===== config.mk =====
export PLATFORM = sky130hd
export DESIGN_NAME = servo_bank
export DESIGN_NICKNAME = d
export VERILOG_FILES = /design/src/rtl/servo_bank.sv
export SDC_FILE = /design/constraint.sdc
export NUM_CORES = 1
export LEC_CHECK = 0
export ABC_AREA = 0
export CORE_MARGIN = 5
export CORE_UTILIZATION = 63
export DETAILED_ROUTE_END_ITERATION = 10
export PLACE_DENSITY = 0.83
export SYNTH_ARGS = -nofsm -noshare
export SYNTH_HDL_FRONTEND = slang
export SYNTH_SLANG_ARGS = --single-unit

===== constraint.sdc =====
create_clock -name clk -period 3.2 [get_ports clk]
set_clock_uncertainty 0.15 [all_clocks]
set_input_delay 0.64 -clock clk [delete_from_list [all_inputs] [get_ports clk]]
set_output_delay 0.64 -clock clk [all_outputs]
set_load 0.05 [all_outputs]

===== src/rtl/servo_bank.sv =====
// Multi-channel hobby-servo PWM bank: one shared frame counter, per-channel
// target/current pulse widths. Optional slew limiting under SERVO_BANK_SLEW_EN.
module servo_bank #(
  parameter int CLK_FREQ = 25_000_000,
  parameter int PERIOD   = 500_000,
  parameter int CHANNELS = 4,
  parameter int STEP     = 250,
  localparam int CW      = (CHANNELS > 1) ? $clog2(CHANNELS) : 1
) (
  input  logic                clk,
  input  logic                rst_n,
  input  logic                wr_en,
  input  logic [CW-1:0]       wr_ch,
  input  logic [7:0]          wr_pos,
  output logic [CHANNELS-1:0] servo_out,
  output logic [CHANNELS-1:0] busy,
  output logic                frame_tick
);

  localparam int DUTY_MIN = PERIOD / 20;
  localparam int DUTY_MAX = PERIOD / 10;
  localparam int SPAN     = DUTY_MAX - DUTY_MIN;

  if (CHANNELS < 1 || CHANNELS > 16 || STEP < 1 || CLK_FREQ < 1) begin : g_param_err
    $error("servo_bank: parameter out of range");
  end

  logic [31:0] counter_reg;
  logic        frame_end;
  logic        wr_hit;
  logic [31:0] map_full;
  logic [31:0] wr_target;

  assign frame_end = (counter_reg == 32'(PERIOD - 1));
  // Gated by rst_n so the tick stays low during reset yet fires on the first
  // counter==0 cycle after release.
  assign frame_tick = rst_n & (counter_reg == '0);

  always_ff @(posedge clk or negedge rst_n) begin
    if (!rst_n) begin
      counter_reg <= '0;
    end else if (frame_end) begin
      counter_reg <= '0;
    end else begin
      counter_reg <= counter_reg + 32'd1;
    end
  end

  assign wr_hit   = wr_en && (32'(wr_ch) < 32'(CHANNELS));
  assign map_full = 32'(wr_pos) * 32'(SPAN);
  // The >>8 scaling tops out one LSB short, so full scale is pinned explicitly.
  assign wr_target = (wr_pos == 8'hFF) ? 32'(DUTY_MAX)
                                       : 32'(DUTY_MIN) + (map_full >> 8);

  for (genvar gi = 0; gi < CHANNELS; gi++) begin : g_ch
    logic [31:0] target_reg;
    logic [31:0] cur_reg;
    logic [31:0] cur_next;
    logic        pwm_reg;

    always_comb begin
      cur_next = target_reg;
`ifdef SERVO_BANK_SLEW_EN
      if (cur_reg < target_reg) begin
        cur_next = ((target_reg - cur_reg) > 32'(STEP)) ? cur_reg + 32'(STEP) : target_reg;
      end else if (cur_reg > target_reg) begin
        cur_next = ((cur_reg - target_reg) > 32'(STEP)) ? cur_reg - 32'(STEP) : target_reg;
      end
`else
      cur_next = target_reg;
`endif
    end

    always_ff @(posedge clk or negedge rst_n) begin
      if (!rst_n) begin
        target_reg <= 32'(DUTY_MIN);
        cur_reg    <= 32'(DUTY_MIN);
        pwm_reg    <= 1'b0;
      end else begin
        if (wr_hit && (wr_ch == CW'(gi))) begin
          target_reg <= wr_target;
        end
        // Width changes only across the frame boundary; uses the pre-write target.
        if (frame_end) begin
          cur_reg <= cur_next;
        end
        pwm_reg <= (counter_reg < cur_reg);
      end
    end

    assign servo_out[gi] = pwm_reg;
    assign busy[gi]      = (cur_reg != target_reg);
  end

endmodule


-- Word level (Yosys, flattened, before mapping)
Cells that the tools add are included.
- input port bits: 13
- register bits after elaboration: 292
- output and inout port bits: 9
- logic and storage cells: 38
- equality and inequality tests: 9
- multiplexer cells: 2
- bitwise logic cells: 1
- multipliers: 1
- reduce and logical (&&, ||, !) cells: 6
- order comparisons: 4
- add/subtract/negate cells: 2
- operator list (cell ; number):
    < comparator 32 bit ; 4
    inequality test 32 bit ; 4
    adder 32 x 1 -> 32 bit (second input constant) ; 1
    == test 32 x 19 -> 1 bit (second input constant) ; 1
    zero test 32 bit ; 1
    2-to-1 mux 32 bit ; 1
    multiplier 8 x 12 -> 20 bit (second input constant) ; 1
    adder 15 x 15 -> 16 bit (first input constant) ; 1
    2-to-1 mux 16 bit ; 1
    == test 8 bit (second input constant) ; 1
    == test 2 bit (second input constant) ; 2
    logical AND 1 bit ; 4
    == test 2 x 1 -> 1 bit (second input constant) ; 1
    zero test 2 bit ; 1
    bitwise AND 1 bit ; 1

-- Depth between registers and ports, before layout
Gate-level depths: netlist of the first run.
- word-level depth: 3
- gate-level depth with buffers: 18
- mapped depth without buffers: 17

-- Least setup slack after synthesis of the first run
No wires, ideal clock.
- path kind: input to register
- start point: input wr_pos[2]
- end point: register g_ch[0].target_reg[13]
- arrival: 4411 ps
- path buffers: 0
- path slack: -1440 ps
- data required time: 2971 ps
- stages on the path: 17
- library setup time: 79 ps
- cell sequence: ha_1 ha_1 inv_1 fa_1 inv_1 fa_1 ha_1 nand4_1 o22a_1 a221oi_2 ha_1 nor2_1 o21ai_1 nor2_2 and4b_4 xnor2_2 a22o_1
- cells in the longest elaborated chain, start to end: 3
- elaborated cells on any way between the ends: 4
- those cells by class: add/sub: 1; mul: 1; eq/ne: 1; mux: 1
- RTL lines (what ; RTL line ; RTL):
    from (decl) ; 14 ; input logic [7:0] wr_pos,
    multiplier 8 x 12 -> 20 bit ; 50 ; assign map_full = 32'(wr_pos) * 32'(SPAN);
    adder 15 x 15 -> 16 bit ; 53 ; : 32'(DUTY_MIN) + (map_full >> 8);
    2-to-1 mux 16 bit * ; 52 ; assign wr_target = (wr_pos == 8'hFF) ? 32'(DUTY_MAX)
    to (signal assigned) ; 76 ; target_reg <= 32'(DUTY_MIN);
    to (signal assigned) ; 81 ; target_reg <= wr_target;
    to (decl) ; 56 ; logic [31:0] target_reg;
Mark *: on every way between the ends. The rest lies on a longest branch, timed or not.
A chain may end at the register's enable or synchronous reset.

-- Worst setup path after layout of the first run
- start point: input wr_pos[4]
- end point: register g_ch[0].target_reg[11]
Same word-level chain as after synthesis.

==> qor.yml, run 1 <==
fillCellCount: 944
viasPerCell: 6.04
p_sw_mw: 3.67
postCtsHoldBufs: 0
area_growth_pct: 22.5
synth.distinct_cells: 68
p_int_mw: 5.70
clk_pin_slew_worst_paths_ps: 70
rsz0062_at_grt: "yes"
gp_congestion: 0.906
core_sq_um: 15900
clkPwrFrac_pct: 21.1
grt.met1_usage_pct: 38.2
p_seq_share_pct: 31.4
fp.dieW_microns: 137
yosysWarnings: 0
grtUsageMet3_pct: 5.66
io_pins: 22
slew_violations: 0
grt_antenna_before_repair: 0
finalSetupViolCount: 57
htreeDepth: 4
ys_seq_area_share_pct: 40.7
cts_root_buf: "clkbuf_16"
synth.largest_area_cell: "dfrtp_1"
worst_pin_slew_ps: 877
fin_nets: 1312
min_path_type: "input pin to async pin"
wl_microns: 27800
p_per_area_nw_per_um2: 748
die_h_microns: 137
fin_crit_sh_pct: 139
fin_ws_ps: -1230
required_ps: 3380
ys_top_cells_by_area: "dfrtp_1 28%, ha_1 14%, dfstp_2 12%"
cts_tree: "built"
met2_usage_pct: 53.1
syn_inst: 1068
grt_max_degree: 165
top_usage_layer: "met2"
ys.flop_type: "dfrtp_1"
endpoint_kind: "flip-flop"
drv_cap: 0
clock-sinks: 164
max_freq_ghz: 0.226
synth_top_area_share_pct: 28.4
rows: 46
post_drt_wl_per_cell_microns: 19.8
netlist_area_sq_um: 10200
cp.arrival_ps: 4610
grt.total_usage_pct: 30.9
grt_pass1_wl_microns: 44900
dp.final_hpwl_microns: 18900
numCtsBuffers: 17
comb_power_share_pct: 47.5
syn_nets: 1207
first_iter_violations: 762
async_reset_ff_share_pct: 100
drc: 0
critPathLaunchType: "input pin"
synth_area_per_cell_sq_um: 9.57
dieArea_sq_um: 18900
drive_gt1_share_pct: 25.0
fin_cells: 1402
dp_cells: 1364
fin_crit_ps: 4430
dr.pass1.iters: 7
vdd_drop_max_mv: 0.653
crit_fanout: 4
numPortBuffers: 21
clkLatencyLatePin_ps: 440
p_sw_share_pct: 39.1
clockBufferDepth: 2
start_util_pct: 64.4
diodes: 0
violations: "setup timing"
critPathKind: "input pin to flip-flop"
overflow: 0
r2r_cells: 8
maxSlewHeadroom_pct: 41.5
p_leak_nw: 5.90
synth_edf_count: 0
finalHoldViolCount: 0
ant_nets: 0
grt_pass1_vias: 8659
setup_tns_ps: -51570
vias: 8468
synth-seq-cells: 164
run_status: "complete, but fails checks"
-- power by group through the flow --
stage	clock network, mW	registers [mW]	logic, mW
2_1_floorplan	0	2.82	1.85
3_3_place_gp	0	2.93	3.37
3_5_place_dp	0	2.95	3.46
4_1_cts	1.99	2.92	4.02
5_1_grt	2.07	2.98	4.73
6_report	1.98	2.94	4.45
-- final timing paths --
path                                     start                    to  slack [ps]
setup reg to reg               counter_reg[19]       g_ch[3].pwm_reg         440
hold / removal                           rst_n       g_ch[2].pwm_reg         170
min in group clk           g_ch[1].cur_next[7]   g_ch[1].cur_next[7]         330
max in group asynchronous                rst_n   g_ch[1].cur_reg[10]        2070
hold reg to reg            g_ch[1].cur_next[7]   g_ch[1].cur_next[7]         330
setup / recovery                     wr_pos[4]  g_ch[0].cur_next[11]       -1230
-- metrics by stage --
| stage | hold slack, ps | instance area [sq um] | power, mW | setup WS [ps] | utilization (%) |
|---|---|---|---|---|---|
| finish | 174 | 12500 | 9.37 | -1230 | 78.8 |
| global route | 293 | 12500 | 9.78 | -1320 | 78.8 |
| CTS | 253 | 12300 | 8.93 | -1060 | 77.6 |
| detailed placement | 325 | 11400 | 6.41 | -2110 | 71.7 |
| global placement | 314 | 11400 | 6.29 | -2040 | 71.7 |
| floorplan | 194 | 10300 | 4.68 | -1270 | - |
-- final cells by class --
| type | count | area (sq um) | share of cell area (%) |
|---|---|---|---|
| Multi-Input combinational cell | 794 | 6180 | 49.4 |
| Sequential cell | 164 | 4160 | 33.2 |
| Timing Repair Buffer | 121 | 1060 | 8.44 |
| Clock buffer | 20 | 447 | 3.57 |
| Inverter | 75 | 282 | 2.25 |
| Tap cell | 216 | 270 | 2.16 |
| Clock inverter | 12 | 120 | 0.959 |
-- per-layer routing --
layer / share of wire, % / wire length, microns
met1: 39 / 10900
met2: 51 / 14200
met3: 6.1 / 1690
met4: 3.5 / 964
met5: 0 / 0
-- timing repair --
action / in CTS / in global routing
pin swaps: 48 / 34
resized for setup: 114 / 53
setup endpoints to repair: 67 / 61
hold endpoints to repair: 0 / 0
setup buffers: 3 / 4
-- layout by cell type (no fill, tap or decap), types with 32 or more instances in the layout --
| cell type | netlist | final |
|---|---|---|
| a21o_1 | 35 | 34 |
| buf_4 | 5 | 86 |
| dfrtp_1 | 116 | 116 |
| dfstp_2 | 48 | 48 |
| ha_1 | 114 | 97 |
| inv_1 | 75 | 73 |
| nand2_1 | 156 | 150 |
| nor2_1 | 48 | 43 |
| o21ai_0 | 133 | 80 |
| o21ai_1 | 8 | 32 |
| xor2_1 | 87 | 85 |
-- worst max-delay path, stage by stage --
cell	delay, ps
buf_8	110
ha_4	240
ha_4	250
inv_2	30
fa_1	500
inv_2	60
fa_1	560
ha_4	250
buf_4	140
buf_6	110
a21o_1	160
a21oi_2	170
xnor2_2	120
ha_2	210
nor2_4	110
o21ai_2	80
buf_4	160
o211ai_1	190
xor2_1	280
buf_4	190
o21ai_1	50
-- synth_stat cells, types with 2 or more instances --
cell / number
nor3_1: 7
dfrtp_1: 116
xor2_1: 87
buf_2: 2
or3_1: 5
o21ai_0: 133
nor2_1: 48
and3_1: 7
o211a_1: 2
nor2_2: 2
nand4_1: 19
fa_1: 12
o21ai_1: 8
dfstp_2: 48
o211ai_1: 4
a2111oi_0: 5
mux2_2: 4
a21o_1: 35
a21boi_1: 2
nor2b_1: 4
buf_4: 5
nand3_1: 17
a22o_1: 4
a21oi_1: 19
xnor2_1: 22
clkbuf_1: 27
nand2b_1: 10
nand2_1: 156
nor4_2: 3
a41oi_1: 2
a211oi_1: 6
ha_1: 114
nor4_1: 22
inv_1: 75
o22ai_1: 2
nand3b_1: 2
-- logic make-up after synthesis --
group,share of synthesized area (%)
simple gates,14.6
flops,40.7
fa+ha+maj,16.3
buf+inv,4.26
compound gates,14.1
mux,0.538
xor+xnor,9.50
No activity file was read; power rests on OpenSTA's default activity.
==> inputs of run 2 (changes only) <==
CAP_MARGIN = 20   (was default)
==> results of run 2 <==
The final DEF is identical to that of run 1; final timing and power are the same.
==> inputs of run 3 (changes only) <==
CORE_UTILIZATION = 65   (was 63)
CTS_BUF_LIST = sky130_fd_sc_hd__clkbuf_8   (was default)
PLACE_DENSITY = 0.85   (was 0.83)
==> run 3 against run 2 <==
Net effect: the run still ends with setup timing left; total power increased by 0.45%; sequential cell count unchanged; via count increased by 2.3%; final area about the same; clock power decreased by 20%; final cell count increased by 0.64%; maximum frequency decreased by 0.13%; worst setup slack got worse by 5.7 ps; sequential share of layout area about the same; critical path type unchanged; critical endpoint is now g_ch[0].cur_next[15].
==> qor.yml, run 3 (synthesis results as in run 1) <==
run_status: "complete, but fails checks"
violations: "setup timing"
diodes: 0
setup_tns_ps: -51470
start_util_pct: 66.8
io_pins: 22
drive_gt1_share_pct: 25.8
htreeDepth: 4
fin_crit_sh_pct: 139
fin_crit_ps: 4440
overflow: 0
pre_cts_ws_ps: -2150
p_total_mw: 9.41
area_growth_pct: 22.4
p_leak_nw: 5.92
multi_input_area_sq_um: 6230
numCtsBuffers: 17
min_path_type: "input pin to async pin"
gp_congestion: 0.875
first_iter_violations: 901
grt.total_usage_pct: 31.7
fp.dieW_microns: 135
r2r_cells: 7
p_per_area_nw_per_um2: 752
slowest_stage: "fa_1"
dr.pass1.iters: 5
endpoint_kind: "flip-flop"
dieArea_sq_um: 18300
slew_violations: 0
worst_pin_slew_ps: 877
max_freq_ghz: 0.225
holdWs_ps: 153
grt_pass1_vias: 9019
finalSetupViolCount: 56
path_cells: "buf_8, ha_4, ha_4, inv_2, fa_1, inv_2, fa_1, ha_4, buf_4, a211oi_4, o211a_1, a21oi_2, xnor2_2, o21ai_2, nor2_2, and4b_4, nor4_4, o21ai_1"
drv_cap: 0
cp_common_cell: "ha_4"
cts_root_buf: "clkbuf_8"
wl_microns: 29000
clock-sinks: 164
cp.arrival_ps: 4640
layout_commonest_cell: "nand2_1"
cts_tree: "built"
vias: 8666
fillCellCount: 823
dp_cells: 1364
grt_pass1_wl_microns: 45300
fin_cells: 1411
clockBufferDepth: 2
ant_nets: 0
fin_ws_ps: -1240
dp.final_hpwl_microns: 19100
die_h_microns: 135
critPathLaunchType: "input pin"
required_ps: 3400
numPortBuffers: 21
grt_max_degree: 165
vdd_drop_max_mv: 0.628
drc: 0
maxSlewHeadroom_pct: 41.5
grt_antenna_before_repair: 0
post_drt_wl_per_cell_microns: 20.6
clk_pin_slew_worst_paths_ps: 90
rows: 45
core_sq_um: 15300
rsz0062_at_grt: "yes"
clkLatencyLatePin_ps: 490
crit_fanout: 4
final_cell_mix: "154 x nand2_1, 116 x dfrtp_1, 98 x ha_1"
finalHoldViolCount: 0
fin_nets: 1326
viasPerCell: 6.14
critPathKind: "input pin to flip-flop"
postCtsHoldBufs: 0
register_area_sq_um: 4160
crit_path_max_incr_delay_ps: 560
-- run 3: changes by cell type in the layout (fill, tap and decap cells not counted), sizes merged --
| cell | delta |
|---|---|
| bufinv | +1 |
| inv | -1 |
| clkinvlp | -1 |
| clkbuf | +1 |
| dlygate4sd2 | -1 |
| buf | +15 |
| clkdlybuf4s50 | -1 |
| dlymetal6s2s | +2 |
| clkdlybuf4s15 | -1 |
-- run 3: cell type report --
cell class	instances	area share, %
Multi-Input combinational cell	794	49.8
Clock inverter	11	1.00
Sequential cell	164	33.3
Timing Repair Buffer	135	9.30
Clock buffer	21	2.31
Tap cell	211	2.11
Inverter	75	2.25
-- run 3: critical path: cells and delay by family --
| family | cells | cell delay (ps) |
|---|---|---|
| adder cells (fa/ha/maj) | 5 | 1790 |
| buffers and inverters | 4 | 340 |
| AO/OA/AOI/OAI | 5 | 790 |
| AND/OR/NAND/NOR | 3 | 700 |
| XOR/XNOR | 1 | 380 |
-- run 3: final timing paths --
| kind | from | end | slack [ps] |
|---|---|---|---|
| setup / recovery | wr_pos[4] | g_ch[0].cur_next[15] | -1240 |
| hold / removal | rst_n | g_ch[2].cur_reg[6] | 150 |
| setup reg to reg | counter_reg[1] | counter_reg[28] | 360 |
| hold reg to reg | counter_reg[31] | counter_reg[31] | 330 |
| max in group asynchronous | rst_n | g_ch[1].cur_reg[4] | 2100 |
| min in group clk | counter_reg[31] | counter_reg[31] | 330 |
-- run 3: routing by layer --
metal	GRT usage, %	vias up	part of all wire [%]
met5	0	-	0
met4	15.7	0	5.5
met3	6.84	132	6.6
met2	53.6	409	50
met1	38.6	4206	38
li1	-	3919	-
-- run 3: report_power, final --
| part | leakage, nW | internal, mW | total [mW] | switching (mW) |
|---|---|---|---|---|
| clock network | 0.208 | 0.777 | 1.58 | 0.798 |
| registers | 2.04 | 2.53 | 2.93 | 0.402 |
| logic | 3.67 | 2.25 | 4.91 | 2.65 |
| total | 5.92 | 5.56 | 9.41 | 3.85 |
-- run 3: per-stage QoR --
| stage | cell area, sq um | utilization, % |
|---|---|---|
| after detailed placement | 11400 | 74.4 |
| final | 12500 | 81.7 |
| after global routing | 12500 | 81.7 |
| after global placement | 11400 | 74.4 |
| after CTS | 12400 | 80.9 |
| after floorplan | 10300 | - |
-- run 3: repair_timing --
action	4_1_cts	5_1_grt
setup endpoints to repair	66	64
buffers inserted	18	2
endpoints found under the hold margin	0	0
pin swaps	53	28
resized for setup	129	43
